`config.mk`:
```
export PLATFORM = sky130hd
export DESIGN_NAME = calc_controller
export DESIGN_NICKNAME = d
export VERILOG_FILES = /design/src/rtl/calc_controller.sv
export SDC_FILE = /design/constraint.sdc
export NUM_CORES = 1
export LEC_CHECK = 0
export CORE_ASPECT_RATIO = 0.6
export CORE_MARGIN = 4
export CORE_UTILIZATION = 55
export DETAILED_ROUTE_END_ITERATION = 8
export HOLD_SLACK_MARGIN = 0.05
export PLACE_DENSITY = 0.86
export REMOVE_ABC_BUFFERS = 1
export SETUP_SLACK_MARGIN = 0.3
export SYNTH_ARGS = -nofsm -noshare
export SYNTH_HDL_FRONTEND = slang
export SYNTH_SLANG_ARGS = --single-unit
export TNS_END_PERCENT = 100
```
`constraint.sdc`:
```
create_clock -name clk -period 5.21 [get_ports clk]
set_clock_uncertainty 0.1 [all_clocks]
set_input_delay 1.563 -clock clk [delete_from_list [all_inputs] [get_ports clk]]
set_output_delay 1.563 -clock clk [all_outputs]
set_load 0.01 [all_outputs]
```
`src/rtl/calc_controller.sv`:
```
// Keypad sequencer for the calculator: drives the input register strobes,
// latches operands, launches the shared ALU and selects the display source.
module calc_controller #(
  parameter int MAX_DIGITS  = 3,
  parameter int ALU_TIMEOUT = 255
) (
  input  logic        clk,
  input  logic        reset,
  input  logic        key_valid,
  input  logic [3:0]  key_code,
  output logic        key_ready,
  output logic [3:0]  ir_num,
  output logic        ir_num_pressed,
  output logic        ir_erase,
  input  logic [15:0] ir_value,
  output logic        alu_start,
  output logic [1:0]  alu_op,
  output logic [15:0] alu_a,
  output logic [15:0] alu_b,
  input  logic        alu_done,
  input  logic [15:0] alu_result,
  input  logic        alu_overflow,
  output logic [15:0] disp_value,
  output logic        error
);

  typedef enum logic [2:0] {
    ST_ENTRY_A, ST_OP_WAIT, ST_ENTRY_B, ST_CALC, ST_RESULT, ST_ERROR
  } state_e;

  localparam int CW = $clog2(MAX_DIGITS + 1);
  localparam int TW = $clog2(ALU_TIMEOUT + 1);
  localparam logic [CW-1:0] MAX_CNT      = CW'(MAX_DIGITS);
  localparam logic [TW-1:0] TIMEOUT_LAST = TW'(ALU_TIMEOUT - 1);

  localparam logic [3:0] KEY_ADD = 4'd10;
  localparam logic [3:0] KEY_SUB = 4'd11;
  localparam logic [3:0] KEY_MUL = 4'd12;
  localparam logic [3:0] KEY_EQ  = 4'd13;
  localparam logic [3:0] KEY_CLR = 4'd14;

  state_e        state_q, state_d;
  logic [CW-1:0] count_q, count_d;
  logic [TW-1:0] timer_q, timer_d;
  logic [1:0]    hold_q, hold_d;
  logic [15:0]   opa_q, opa_d, opb_q, opb_d, result_q, result_d, disp_q, disp_d;
  logic [1:0]    op_q, op_d;
  logic [3:0]    num_q, num_d;
  logic          pend_q, pend_d;
  logic          num_pressed_q, num_pressed_d;
  logic          erase_q, erase_d;
  logic          start_q, start_d;

  logic is_digit, is_op, accept;

  function automatic logic [1:0] op_of(input logic [3:0] k);
    case (k)
      KEY_SUB: op_of = 2'd1;
      KEY_MUL: op_of = 2'd2;
      default: op_of = 2'd0;
    endcase
  endfunction

  assign is_digit  = (key_code <= 4'd9);
  assign is_op     = (key_code == KEY_ADD) || (key_code == KEY_SUB) || (key_code == KEY_MUL);
  // hold_q keeps keys off while ir_value settles after a strobe.
  assign key_ready = (hold_q == 2'd0) && (state_q != ST_CALC);
  assign accept    = key_valid && (key_ready || (state_q == ST_CALC && key_code == KEY_CLR));

  always_comb begin
    // NOTE: every next-state signal gets a default first so no path infers a latch.
    state_d       = state_q;
    count_d       = count_q;
    timer_d       = timer_q;
    hold_d        = (hold_q != 2'd0) ? hold_q - 2'd1 : 2'd0;
    opa_d         = opa_q;
    opb_d         = opb_q;
    result_d      = result_q;
    op_d          = op_q;
    num_d         = num_q;
    pend_d        = 1'b0;
    num_pressed_d = pend_q;
    erase_d       = 1'b0;
    start_d       = 1'b0;

    if (accept && key_code == KEY_CLR) begin
      erase_d = 1'b1;
      hold_d  = 2'd2;
      state_d = ST_ENTRY_A;
      count_d = '0;
      opa_d   = '0;
      opb_d   = '0;
    end else begin
      unique case (state_q)
        ST_ENTRY_A, ST_ENTRY_B: begin
          if (accept && is_digit) begin
            if (count_q < MAX_CNT) begin
              num_d         = key_code;
              num_pressed_d = 1'b1;
              count_d       = count_q + 1'b1;
              hold_d        = 2'd2;
            end
          end else if (accept && is_op && state_q == ST_ENTRY_A) begin
            opa_d   = ir_value;
            op_d    = op_of(key_code);
            state_d = ST_OP_WAIT;
          end else if (accept && key_code == KEY_EQ && state_q == ST_ENTRY_B) begin
            opb_d   = ir_value;
            start_d = 1'b1;
            hold_d  = 2'd2;
            timer_d = '0;
            state_d = ST_CALC;
          end
        end
        ST_OP_WAIT, ST_RESULT: begin
          if (accept && is_op) begin
            if (state_q == ST_RESULT) opa_d = result_q;
            op_d    = op_of(key_code);
            state_d = ST_OP_WAIT;
          end else if (accept && is_digit) begin
            // Clear the register first; the digit strobe follows one cycle later.
            erase_d = 1'b1;
            pend_d  = 1'b1;
            num_d   = key_code;
            count_d = CW'(1);
            hold_d  = 2'd3;
            state_d = (state_q == ST_OP_WAIT) ? ST_ENTRY_B : ST_ENTRY_A;
          end
        end
        ST_CALC: begin
          if (alu_done) begin
            if (alu_overflow) begin
              state_d = ST_ERROR;
            end else begin
              result_d = alu_result;
              state_d  = ST_RESULT;
            end
          end else if (timer_q == TIMEOUT_LAST) begin
            state_d = ST_ERROR;
          end else begin
            timer_d = timer_q + 1'b1;
          end
        end
        ST_ERROR: ;
        default: state_d = ST_ENTRY_A;
      endcase
    end

    unique case (state_q)
      ST_OP_WAIT: disp_d = opa_q;
      ST_CALC:    disp_d = opb_q;
      ST_RESULT:  disp_d = result_q;
      ST_ERROR:   disp_d = 16'hFFFF;
      default:    disp_d = ir_value;
    endcase
  end

  // NOTE: sequential state uses non-blocking assignments so all registers update together.
  always_ff @(posedge clk or negedge reset) begin
    if (!reset) begin
      state_q       <= ST_ENTRY_A;
      count_q       <= '0;
      timer_q       <= '0;
      hold_q        <= 2'd0;
      opa_q         <= '0;
      opb_q         <= '0;
      result_q      <= '0;
      op_q          <= 2'd0;
      num_q         <= 4'd0;
      pend_q        <= 1'b0;
      num_pressed_q <= 1'b0;
      erase_q       <= 1'b0;
      start_q       <= 1'b0;
      disp_q        <= '0;
    end else begin
      state_q       <= state_d;
      count_q       <= count_d;
      timer_q       <= timer_d;
      hold_q        <= hold_d;
      opa_q         <= opa_d;
      opb_q         <= opb_d;
      result_q      <= result_d;
      op_q          <= op_d;
      num_q         <= num_d;
      pend_q        <= pend_d;
      num_pressed_q <= num_pressed_d;
      erase_q       <= erase_d;
      start_q       <= start_d;
      disp_q        <= disp_d;
    end
  end

  assign ir_num         = num_q;
  assign ir_num_pressed = num_pressed_q;
  assign ir_erase       = erase_q;
  assign alu_start      = start_q;
  assign alu_op         = op_q;
  assign alu_a          = opa_q;
  assign alu_b          = opb_q;
  assign disp_value     = disp_q;
  assign error          = (state_q == ST_ERROR);

endmodule

```
==> results by group <==
Cells and area
  • Most common cell after layout, fill and taps aside: clkdlybuf4s50_1
  • FF+latch area: 2230 um2
  • Antenna diodes: 0
  • Multi-input logic area: 2090 um2
  • Area grow syn2layout: 29.3%
  • Most frequent cells in the layout: clkdlybuf4s50_1, dfrtp_1, o21ai_0
  • Layout cells sized above 1: 11.7%
  • Fillers: 560
  • Net count reported at finish: 534

Pwr
  • Peak VDD IR: 336 uV
  • Pwr dens: 560 nW/um2
  • Static leakage: 2.40 nW

Clocking
  • Root Buffer: clkbuf_16
  • TritonCTS Buffers: 9
  • Worst-Skew Late Latency: 0.34 ns
  • CTS sink count: 89
  • CTS Hold Bufs: 0
  • Setup Buffers After CTS: 0
  • Max Buffers Root-to-Sink: 2
  • CTS tree: done
  • H-Tree Depth: 3
  • Post-cts sizing count: 0
  • Clk slew on worst S/H paths: 0.06 ns

Floorplanning
  • Die ar.: 9690 um2
  • Initial Utilization: 56.8%
  • Core area: 7880 um2
  • IO Count: 100
  • Die height: 77.9 um
  • Site Rows: 25
  • Die width: 124 um

Setup path
  • Setup crit end: error
  • Worst setup SP type: register
  • Crit path kind: reg2out
  • Worst-path cell chain: clkinv_1 > nand3_1 > inv_1 > clkdlybuf4s50_1
  • CP startpoint: state_q[1]$_DFFE_PN0P_
  • Critical Path AT: 2.77 ns
  • Worst Reg2Reg Path Length in Cells: 7
  • Worst endpoint required time: 3.55 ns
  • Worst r2r src: state_q[1]$_DFFE_PN0P_
  • Reg2reg setup slack: 1.62 ns
  • Critical path's slowest cell: clkinv_1
  • CP max stage delay: 0.75 ns
  • Worst reg2reg path endpoint: alu_b[2]$_DFFE_PN0P_
  • Worst setup EP type: primary output
  • CP max FO: 18

Synth
  • Yosys warns: 0
  • Ys flop type: dfrtp_1
  • Main area contributors after synthesis: dfrtp_1, mux2i_1, mux2_2
  • Synth area leader: dfrtp_1
  • #FFs+latches synth: 89
  • Post-Syn Area: 4480 um2
  • Post-synth EDFFs: 0
  • Syn_area_per_cell: 11.1 um2
  • Mapped Cells: 403
  • Seq/Total Area, Yosys: 49.8%
  • Ys async rst share: 100%
  • Synth unique cells: 67
  • Synth top area share: 49.8%

Placement
  • HPWL after DPL: 8440 um
  • PortBufs: 99
  • GP Congestion: 0.852

Worst hold path
  • Hold Path Class: reg2reg

STA
  • FMAX: 226 MHz
  • Setup TNS: 0 ns
  • Fin. max-slew vios: 0
  • Hold slack: 0.327 ns
  • Final setup viols: 0
  • Unrepaired setup endpoints after global routing: no
  • Post-route clock period utilization: 85.1%
  • Final Hold Viols: 0
  • Worst relative slew slack: 38.1%
  • Fin crit period: 4.43 ns
  • Slew @ Worst Pin: 0.928 ns

Status
  • Status: complete, no violations

Drt
  • Wire per inst: 21.0 um
  • Drc violations: 0
  • Vias per cell: 6.33
  • DR pass1 iterations: 5
  • Final wirelength: 12700 um
  • DRT antenna net count: 0
  • First DRT Iteration DRCs: 405
  • DR vias: 3814

Flow run
  • Max-Cap Viols: 0

Global routing
  • First-pass GRT wire length: 20900 um
  • Total GRT Usage: 27.2%
  • Largest net degree at the start of global routing: 66
  • Vias in the first global route: 3904
  • Antenna violations before repair: 0
  • Total gr overflow: 0
metal layers:
layer	wire [um]	vias up	track usage, %	share of wire [%]
met5	0	-	0	0
met4	161	0	8.53	1.3
met3	1190	19	8.80	9.4
met2	5710	207	40.6	45
met1	5620	1903	37.9	44
li1	-	1685	-	-
layout make-up:
class / instances / area share (%)
clock buffers: 14 / 4.56
clock inverters: 2 / 0.216
inverters: 5 / 0.346
multi-input cells: 279 / 36.1
flip-flops and latches: 89 / 38.5
well taps: 108 / 2.34
repair buffers: 106 / 18.0
cell families (layout without fill, tap and decap cells):
family | Yosys count | after routing | synth area share, %
muxes | 61 | 61 | 14.4
DFF | 89 | 89 | 49.8
and+or+nand+nor | 95 | 95 | 11.7
AOI/OAI and AO/OA | 119 | 119 | 19.3
buffers and inverters | 35 | 127 | 3.77
xor gates and xnor gates | 1 | 1 | 0.196
adders and majority gates | 3 | 3 | 0.839
stage by stage:
stage / setup WS [ns] / instances / area, um2 / util, % / total power, mW
6_report: 0.777 / 603 / 5790 / 73.4 / 3.24
5_1_grt: 0.696 / 603 / 5790 / 73.4 / 3.43
4_1_cts: 0.845 / 603 / 5790 / 73.4 / 3.24
3_5_place_dp: 0.708 / 587 / 5510 / 69.9 / 2.63
3_3_place_gp: 0.841 / 587 / 5510 / 69.9 / 2.57
2_1_floorplan: 1.57 / 373 / 4330 / - / 1.91
sequential cells by signal, summed over array words and instances (netlist names):
name            count
count_q             2
ir_num              4
alu_b              16
timer_q             8
alu_op              2
hold_q              2
ir_erase            1
disp_value         16
ir_num_pressed      1
pend_q              1
state_q             3
result_q           16
alu_start           1
alu_a              16
power breakdown:
group | total, mW | switching [mW] | internal [mW]
Combinational | 1.43 | 0.697 | 0.731
Clock | 0.601 | 0.252 | 0.349
Sequential | 1.21 | 0.237 | 0.974
Total | 3.24 | 1.19 | 2.05
worst min-delay path by stage:
stage,from,to,slack [ns],cells past startpoint
after CTS,pend_q$_DFF_PN0_,ir_num_pressed$_DFF_PN0_,0.33,1
final,pend_q$_DFF_PN0_,ir_num_pressed$_DFF_PN0_,0.33,1
after global placement,pend_q$_DFF_PN0_,ir_num_pressed$_DFF_PN0_,0.32,1
after floorplan,pend_q$_DFF_PN0_,ir_num_pressed$_DFF_PN0_,0.30,1
after detailed placement,pend_q$_DFF_PN0_,ir_num_pressed$_DFF_PN0_,0.31,1
after global routing,pend_q$_DFF_PN0_,ir_num_pressed$_DFF_PN0_,0.34,1
critical path: cells and delay by family (launching register included):
| kind | cells | cell delay (ns) |
|---|---|---|
| AND/OR/NAND/NOR | 1 | 0.38 |
| flip-flops | 1 | 0.74 |
| buffers and inverters | 3 | 1.31 |
cell usage after synthesis (all sizes together) (3+ instances only):
master and instances:
mux2 24, nand4 3, o31ai 3, a211oi 16, inv 3, nand3 3, mux2i 37, nand2 29
or2 3, buf 16, nor2 28, a22o 16, a21oi 6, nor3 5, dfrtp 89, ha 3
clkbuf 14, o221ai 16, o21ai 40, nand2b 9
Power figures use the tool's default switching activity.
